<file path="config.mk">
export PLATFORM = sky130hd
export DESIGN_NAME = dffsn_preset_seq
export DESIGN_NICKNAME = d
export VERILOG_FILES = /design/src/rtl/dffsn_preset_seq.sv
export SDC_FILE = /design/constraint.sdc
export NUM_CORES = 1
export LEC_CHECK = 0
export BUFFER_PORTS_ARGS = -buffer_cell sky130_fd_sc_hd__buf_2
export CAP_MARGIN = 25
export CORE_MARGIN = 5
export CORE_UTILIZATION = 50
export DETAILED_ROUTE_END_ITERATION = 16
export PLACE_DENSITY = 0.84
export SLEW_MARGIN = 20
export SYNTH_ARGS = -nofsm -noshare
export SYNTH_HDL_FRONTEND = slang
export SYNTH_SLANG_ARGS = --single-unit
</file>
<file path="constraint.sdc">
create_clock -name CLK -period 4.1 [get_ports CLK]
set_input_delay 0.205 -clock CLK [delete_from_list [all_inputs] [get_ports CLK]]
set_output_delay 0.205 -clock CLK [all_outputs]
set_load 0.02 [all_outputs]
</file>
<file path="src/rtl/dffsn_preset_seq.sv">
// dffsn_preset_seq: staggers active-low set pulses (SN) across NGRP flop groups.
// CKEN (the bank's CLKN gate) is held low from one cycle before the first pulse
// to one cycle after the last. Every output comes straight from a flop.
// Optional feature macro: DFFSN_PRESET_SEQ_MASK_EN adds a MASK input. The mask
// is captured on START, and groups whose mask bit is 0 are skipped.
// Handshake: START is a request that is only looked at in IDLE. BUSY is high
// while a sequence is running. DONE is a single-cycle pulse in FIN. A START
// seen while BUSY=1, or while in FIN, is dropped and never queued.
module dffsn_preset_seq #(
  parameter int NGRP = 4,
  parameter int PW   = 3,
  parameter int GAP  = 2
) (
  input  logic            CLK,
  input  logic            R,
  input  logic            START,
`ifdef DFFSN_PRESET_SEQ_MASK_EN
  input  logic [NGRP-1:0] MASK,
`endif
  output logic [NGRP-1:0] SN,
  output logic            CKEN,
  output logic            BUSY,
  output logic            DONE,
  output logic [2:0]      dbg_state
);

  localparam int CMAX = (PW > GAP) ? PW : GAP;
  localparam int CW   = $clog2(CMAX + 1);
  localparam int GW   = $clog2(NGRP + 1);
  localparam logic [CW-1:0] PW_LAST  = CW'(PW - 1);
  localparam logic [CW-1:0] GAP_LAST = (GAP > 0) ? CW'(GAP - 1) : '0;

  typedef enum logic [2:0] {
    S_IDLE       = 3'd0,
    S_GUARD_PRE  = 3'd1,
    S_PULSE      = 3'd2,
    S_GAP        = 3'd3,
    S_GUARD_POST = 3'd4,
    S_FIN        = 3'd5
  } state_t;

  state_t          state_q, state_d;
  logic [GW-1:0]   g_q, g_d;
  logic [CW-1:0]   cnt_q, cnt_d;
  logic [NGRP-1:0] sn_q, sn_d;
  logic            cken_q, cken_d;
  logic            busy_q, busy_d;
  logic            done_q, done_d;
  logic [NGRP-1:0] mask_eff;
  logic [GW:0]     first_grp, after_grp;

`ifdef DFFSN_PRESET_SEQ_MASK_EN
  logic [NGRP-1:0] mask_q, mask_d;
  assign mask_eff = mask_q;
`else
  assign mask_eff = {NGRP{1'b1}};
`endif

  // Returns {found, index}: the lowest enabled group whose index is >= from.
  function automatic logic [GW:0] next_grp(input logic [NGRP-1:0] m, input int from);
    logic          found;
    logic [GW-1:0] idx;
    found = 1'b0;
    idx   = '0;
    for (int i = NGRP - 1; i >= 0; i--) begin
      if (i >= from && m[i]) begin
        found = 1'b1;
        idx   = GW'(i);
      end
    end
    return {found, idx};
  endfunction

  // Next-state logic, plus the next value of every registered output.
  always_comb begin
    state_d   = state_q;
    g_d       = g_q;
    cnt_d     = cnt_q;
`ifdef DFFSN_PRESET_SEQ_MASK_EN
    mask_d    = mask_q;
`endif
    first_grp = next_grp(mask_eff, 0);
    after_grp = next_grp(mask_eff, int'(g_q) + 1);
    case (state_q)
      S_IDLE: begin
        if (START) begin
          state_d = S_GUARD_PRE;
          g_d     = '0;
          cnt_d   = '0;
`ifdef DFFSN_PRESET_SEQ_MASK_EN
          mask_d  = MASK;
`endif
        end
      end
      S_GUARD_PRE: begin
        cnt_d = '0;
        if (first_grp[GW]) begin
          state_d = S_PULSE;
          g_d     = first_grp[GW-1:0];
        end else begin
          state_d = S_GUARD_POST;
        end
      end
      S_PULSE: begin
        if (cnt_q == PW_LAST) begin
          cnt_d = '0;
          if (!after_grp[GW]) begin
            state_d = S_GUARD_POST;
          end else begin
            // The group index advances on entry to GAP; SN stays high throughout GAP anyway.
            g_d     = after_grp[GW-1:0];
            state_d = (GAP > 0) ? S_GAP : S_PULSE;
          end
        end else begin
          cnt_d = cnt_q + 1'b1;
        end
      end
      S_GAP: begin
        if (cnt_q == GAP_LAST) begin
          cnt_d   = '0;
          state_d = S_PULSE;
        end else begin
          cnt_d = cnt_q + 1'b1;
        end
      end
      S_GUARD_POST: state_d = S_FIN;
      S_FIN:        state_d = S_IDLE;
      default:      state_d = S_IDLE;
    endcase

    for (int i = 0; i < NGRP; i++) begin
      sn_d[i] = !(state_d == S_PULSE && g_d == GW'(i));
    end
    cken_d = (state_d == S_IDLE) || (state_d == S_FIN);
    busy_d = (state_d == S_GUARD_PRE) || (state_d == S_PULSE) ||
             (state_d == S_GAP) || (state_d == S_GUARD_POST);
    done_d = (state_d == S_FIN);
  end

  // State, counters and output registers. Reset aborts any sequence at once.
  always_ff @(posedge CLK) begin
    if (R) begin
      state_q <= S_IDLE;
      g_q     <= '0;
      cnt_q   <= '0;
      sn_q    <= {NGRP{1'b1}};
      cken_q  <= 1'b1;
      busy_q  <= 1'b0;
      done_q  <= 1'b0;
`ifdef DFFSN_PRESET_SEQ_MASK_EN
      mask_q  <= '0;
`endif
    end else begin
      state_q <= state_d;
      g_q     <= g_d;
      cnt_q   <= cnt_d;
      sn_q    <= sn_d;
      cken_q  <= cken_d;
      busy_q  <= busy_d;
      done_q  <= done_d;
`ifdef DFFSN_PRESET_SEQ_MASK_EN
      mask_q  <= mask_d;
`endif
    end
  end

  assign SN        = sn_q;
  assign CKEN      = cken_q;
  assign BUSY      = busy_q;
  assign DONE      = done_q;
  assign dbg_state = state_q;

endmodule

</file>
==> load_flow_metrics.sql <==
INSERT INTO impl_metrics (metric_group, metric, value, unit) VALUES
('critical_path', 'timing.critical_path.slowest_cell_delay', '0.42', 'ns'),
('clock_tree', 'clk_pin_slew', '0.09', 'ns'),
('timing', 'worst_clock_skew', '0.00108', 'ns'),
('layout', 'design.final.nets', '99', ''),
('detailed_routing', 'drc', '0', ''),
('layout', 'fin_area', '787', 'µm²'),
('logic_synthesis', 'synthesis.yosys.warnings', '0', ''),
('die', 'die-width', '47.4', 'µm'),
('layout', 'fillCellCount', '120', ''),
('run', 'drv.max_cap_violation_count', '0', ''),
('detailed_routing', 'route.detailed.vias_per_inst', '5.58', ''),
('grt', 'maximum_number_of_pins_on_one_net_before_global_route_repair', '13', ''),
('logic_synthesis', 'yosysMostFrequentCell', 'sky130_fd_sc_hd__dfxtp_1', ''),
('die', 'vert_die_dim', '47.4', 'µm'),
('timing', 'timing_max_transition_violations_final', '0', ''),
('layout', 'areaGrowthSynthToFinish', '12.5', '%'),
('logic_synthesis', 'synth_enable_flop_cells', '0', ''),
('timing', 'tightest_slew', '0.456', 'ns'),
('power_and_ir_drop', 'vdd_drop_max', '208', 'µV'),
('timing', 'min_period_over_period', '47.6', '%'),
('logic_synthesis', 'synth_area_leaders', 'sky130_fd_sc_hd__dfxtp_1 (43%), sky130_fd_sc_hd__ha_1 (7.2%), sky130_fd_sc_hd__nor2_1 (4.8%)', ''),
('power_and_ir_drop', 'power.density', '364', 'nW/µm²'),
('layout', 'layout-drive-gt1-share', '22.0', '%'),
('clock_tree', 'cts_buffers', '3', ''),
('logic_synthesis', 'postSynthRegisterBits', '15', ''),
('power_and_ir_drop', 'finalPower', '287', 'µW'),
('layout', 'multiInputGateArea', '362', 'µm²'),
('placement', 'post_dp_cell_area', '759', 'µm²'),
('timing', 'setup_repair_after_global_routing_missed_its_margin', 'no', ''),
('clock_tree', 'root_buffer', 'sky130_fd_sc_hd__clkbuf_4', ''),
('critical_path', 'critical_path_class', 'flip-flop to flip-flop', ''),
('outcome', 'outcome', 'completed', ''),
('logic_synthesis', 'synth-seq-area-share', '42.9', '%'),
('placement', 'detailed_place_hpwl', '1040', 'µm'),
('critical_path', 'timing.rr.start', 'g_q[1]', ''),
('worst_hold_path', 'min-delay-path-class', 'primary input to flip-flop', ''),
('logic_synthesis', 'synthesized_netlist_cell_count', '78', ''),
('die', 'overall_die_area', '2250', 'µm²'),
('critical_path', 'worstSetupEndpointType', 'flip-flop', ''),
('detailed_routing', 'antenna_violating_nets_post_route', '0', ''),
('clock_tree', 'cts_tree', 'built', ''),
('timing', 'post-route-min-period', '1.95', 'ns'),
('logic_synthesis', 'postSynth.topFlopCell', 'sky130_fd_sc_hd__dfxtp_1', ''),
('layout', 'antenna_cells_inserted', '0', ''),
('timing', 'maxClockFrequency', '0.512', 'GHz'),
('placement', 'count_of_buffers_from_port_buffering', '12', ''),
('logic_synthesis', 'async_reset_ff_share', '0', '%'),
('logic_synthesis', 'largest_family_of_logic_cells_by_synthesized_area', 'simple AND/OR/NAND/NOR gates', ''),
('worst_hold_path', 'min_from', 'R', ''),
('critical_path', 'timing.critical_path.buf_inv', '0', ''),
('logic_synthesis', 'post_synth_num_cell_types', '34', ''),
('logic_synthesis', 'postSynthAreaPerCell', '8.97', 'µm²'),
('critical_path', 'worst-endpoint-required', '4.27', 'ns'),
('critical_path', 'worst-r2r-setup-slack', '2.15', 'ns'),
('timing', 'finalHoldViolations', '0', ''),
('timing', 'fin_hold_ws', '0.217', 'ns'),
('logic_synthesis', 'share_of_synthesized_area_spent_on_multiplexers', '0', '%'),
('detailed_routing', 'drt_first_pass_iters', '4', ''),
('logic_synthesis', 'yosys.area.top_type', 'sky130_fd_sc_hd__dfxtp_1', ''),
('grt', 'grt_overflow', '0', ''),
('logic_synthesis', 'synth_simple_gate_area_share', '24.2', '%'),
('logic_synthesis', 'yosys.area_share.xor_xnor', '0', '%'),
('grt', 'number_of_antenna_violations_at_the_first_check_in_global_routing', '0', ''),
('logic_synthesis', 'share_of_synthesized_cell_area_in_full_adder_half_adder_and_majority_cells', '7.16', '%'),
('clock_tree', 'cts_hold_repair.buffers', '0', ''),
('critical_path', 'cp_launch_point', 'g_q[1]', ''),
('clock_tree', 'setup_fix_buffers_added_after_clock_tree_synthesis', '0', ''),
('clock_tree', 'post_cts.resized_instances', '0', ''),
('critical_path', 'crit_family', 'simple AND/OR/NAND/NOR gates', ''),
('grt', 'grt_pass1_wl', '2290', 'µm'),
('clock_tree', 'clk-insertion-delay-late', '0.28', 'ns');
[area by class of cell]
type / instances / share of cell area, %
multi-input combinational: 55 / 45.9
sequential: 15 / 38.2
timing repair buffer: 12 / 7.63
clock buffer: 3 / 2.86
inverter: 5 / 2.38
tap: 15 / 2.38
clock inverter: 1 / 0.636
[cells by family after synthesis]
| family | count (synthesis) |
|---|---|
| flip-flops | 15 |
| adder cells (fa/ha/maj) | 4 |
| AND/OR/NAND/NOR | 32 |
| AO/OA/AOI/OAI | 19 |
| buffers and inverters | 8 |
[state kept, by name, summed over array words and instances (netlist names)]
name	count
DONE	1
cnt_q	2
SN	4
BUSY	1
dbg_state	3
CKEN	1
g_q	3
[layout by cell type, fill, tap and decap left out, drive strengths merged, types with 2 or more instances in the layout]
cell    instances
a211o           2
a21oi           4
buf            12
clkbuf          3
dfxtp          15
ha              4
inv             5
nand2           4
nand2b          3
nand3           2
nand3b          2
nor2            9
nor2b           2
nor3            4
o21ai           3
o32a            2
[stage by stage]
step | setup slack (ns) | utilization (%) | std cells
finish | 2.15 | 59.7 | 106
global route | 2.03 | 59.7 | 106
CTS | 2.16 | 59.7 | 106
detailed placement | 2.19 | 57.6 | 102
global placement | 2.26 | 57.6 | 102
floorplan | 2.32 | - | 78
[worst reg2reg max path, stage by stage, from the launching register on]
cell and delay [ns]:
sky130_fd_sc_hd__dfxtp_1 0.41, sky130_fd_sc_hd__ha_1 0.18, sky130_fd_sc_hd__and2_1 0.19, sky130_fd_sc_hd__a21o_1 0.17
sky130_fd_sc_hd__nand3_1 0.11, sky130_fd_sc_hd__o32a_1 0.42, sky130_fd_sc_hd__or3b_1 0.36
[per-layer routing]
| metal | vias to the layer above | GRT usage, % | wire (µm) | share of wire [%] |
|---|---|---|---|---|
| met1 | 272 | 15.2 | 586 | 43 |
| met3 | 2 | 3.45 | 70 | 5.2 |
| met4 | 0 | 7.73 | 18 | 1.3 |
| li1 | 303 | - | - | - |
| met2 | 15 | 25.7 | 679 | 50 |
| met5 | - | 0 | 0 | 0 |
[path summary, 6_finish.rpt]
path,to,depth (start not counted)
max,SN[3],6
min,cnt_q[0],2
max reg2reg,SN[3],6
min reg2reg,cnt_q[0],2
[power breakdown]
group          switching (µW)  internal [µW]
registers                7.62            152
clock network            47.8           36.2
logic                    26.0           16.6
total                    81.4            205
(Power assumes the default switching activity.)
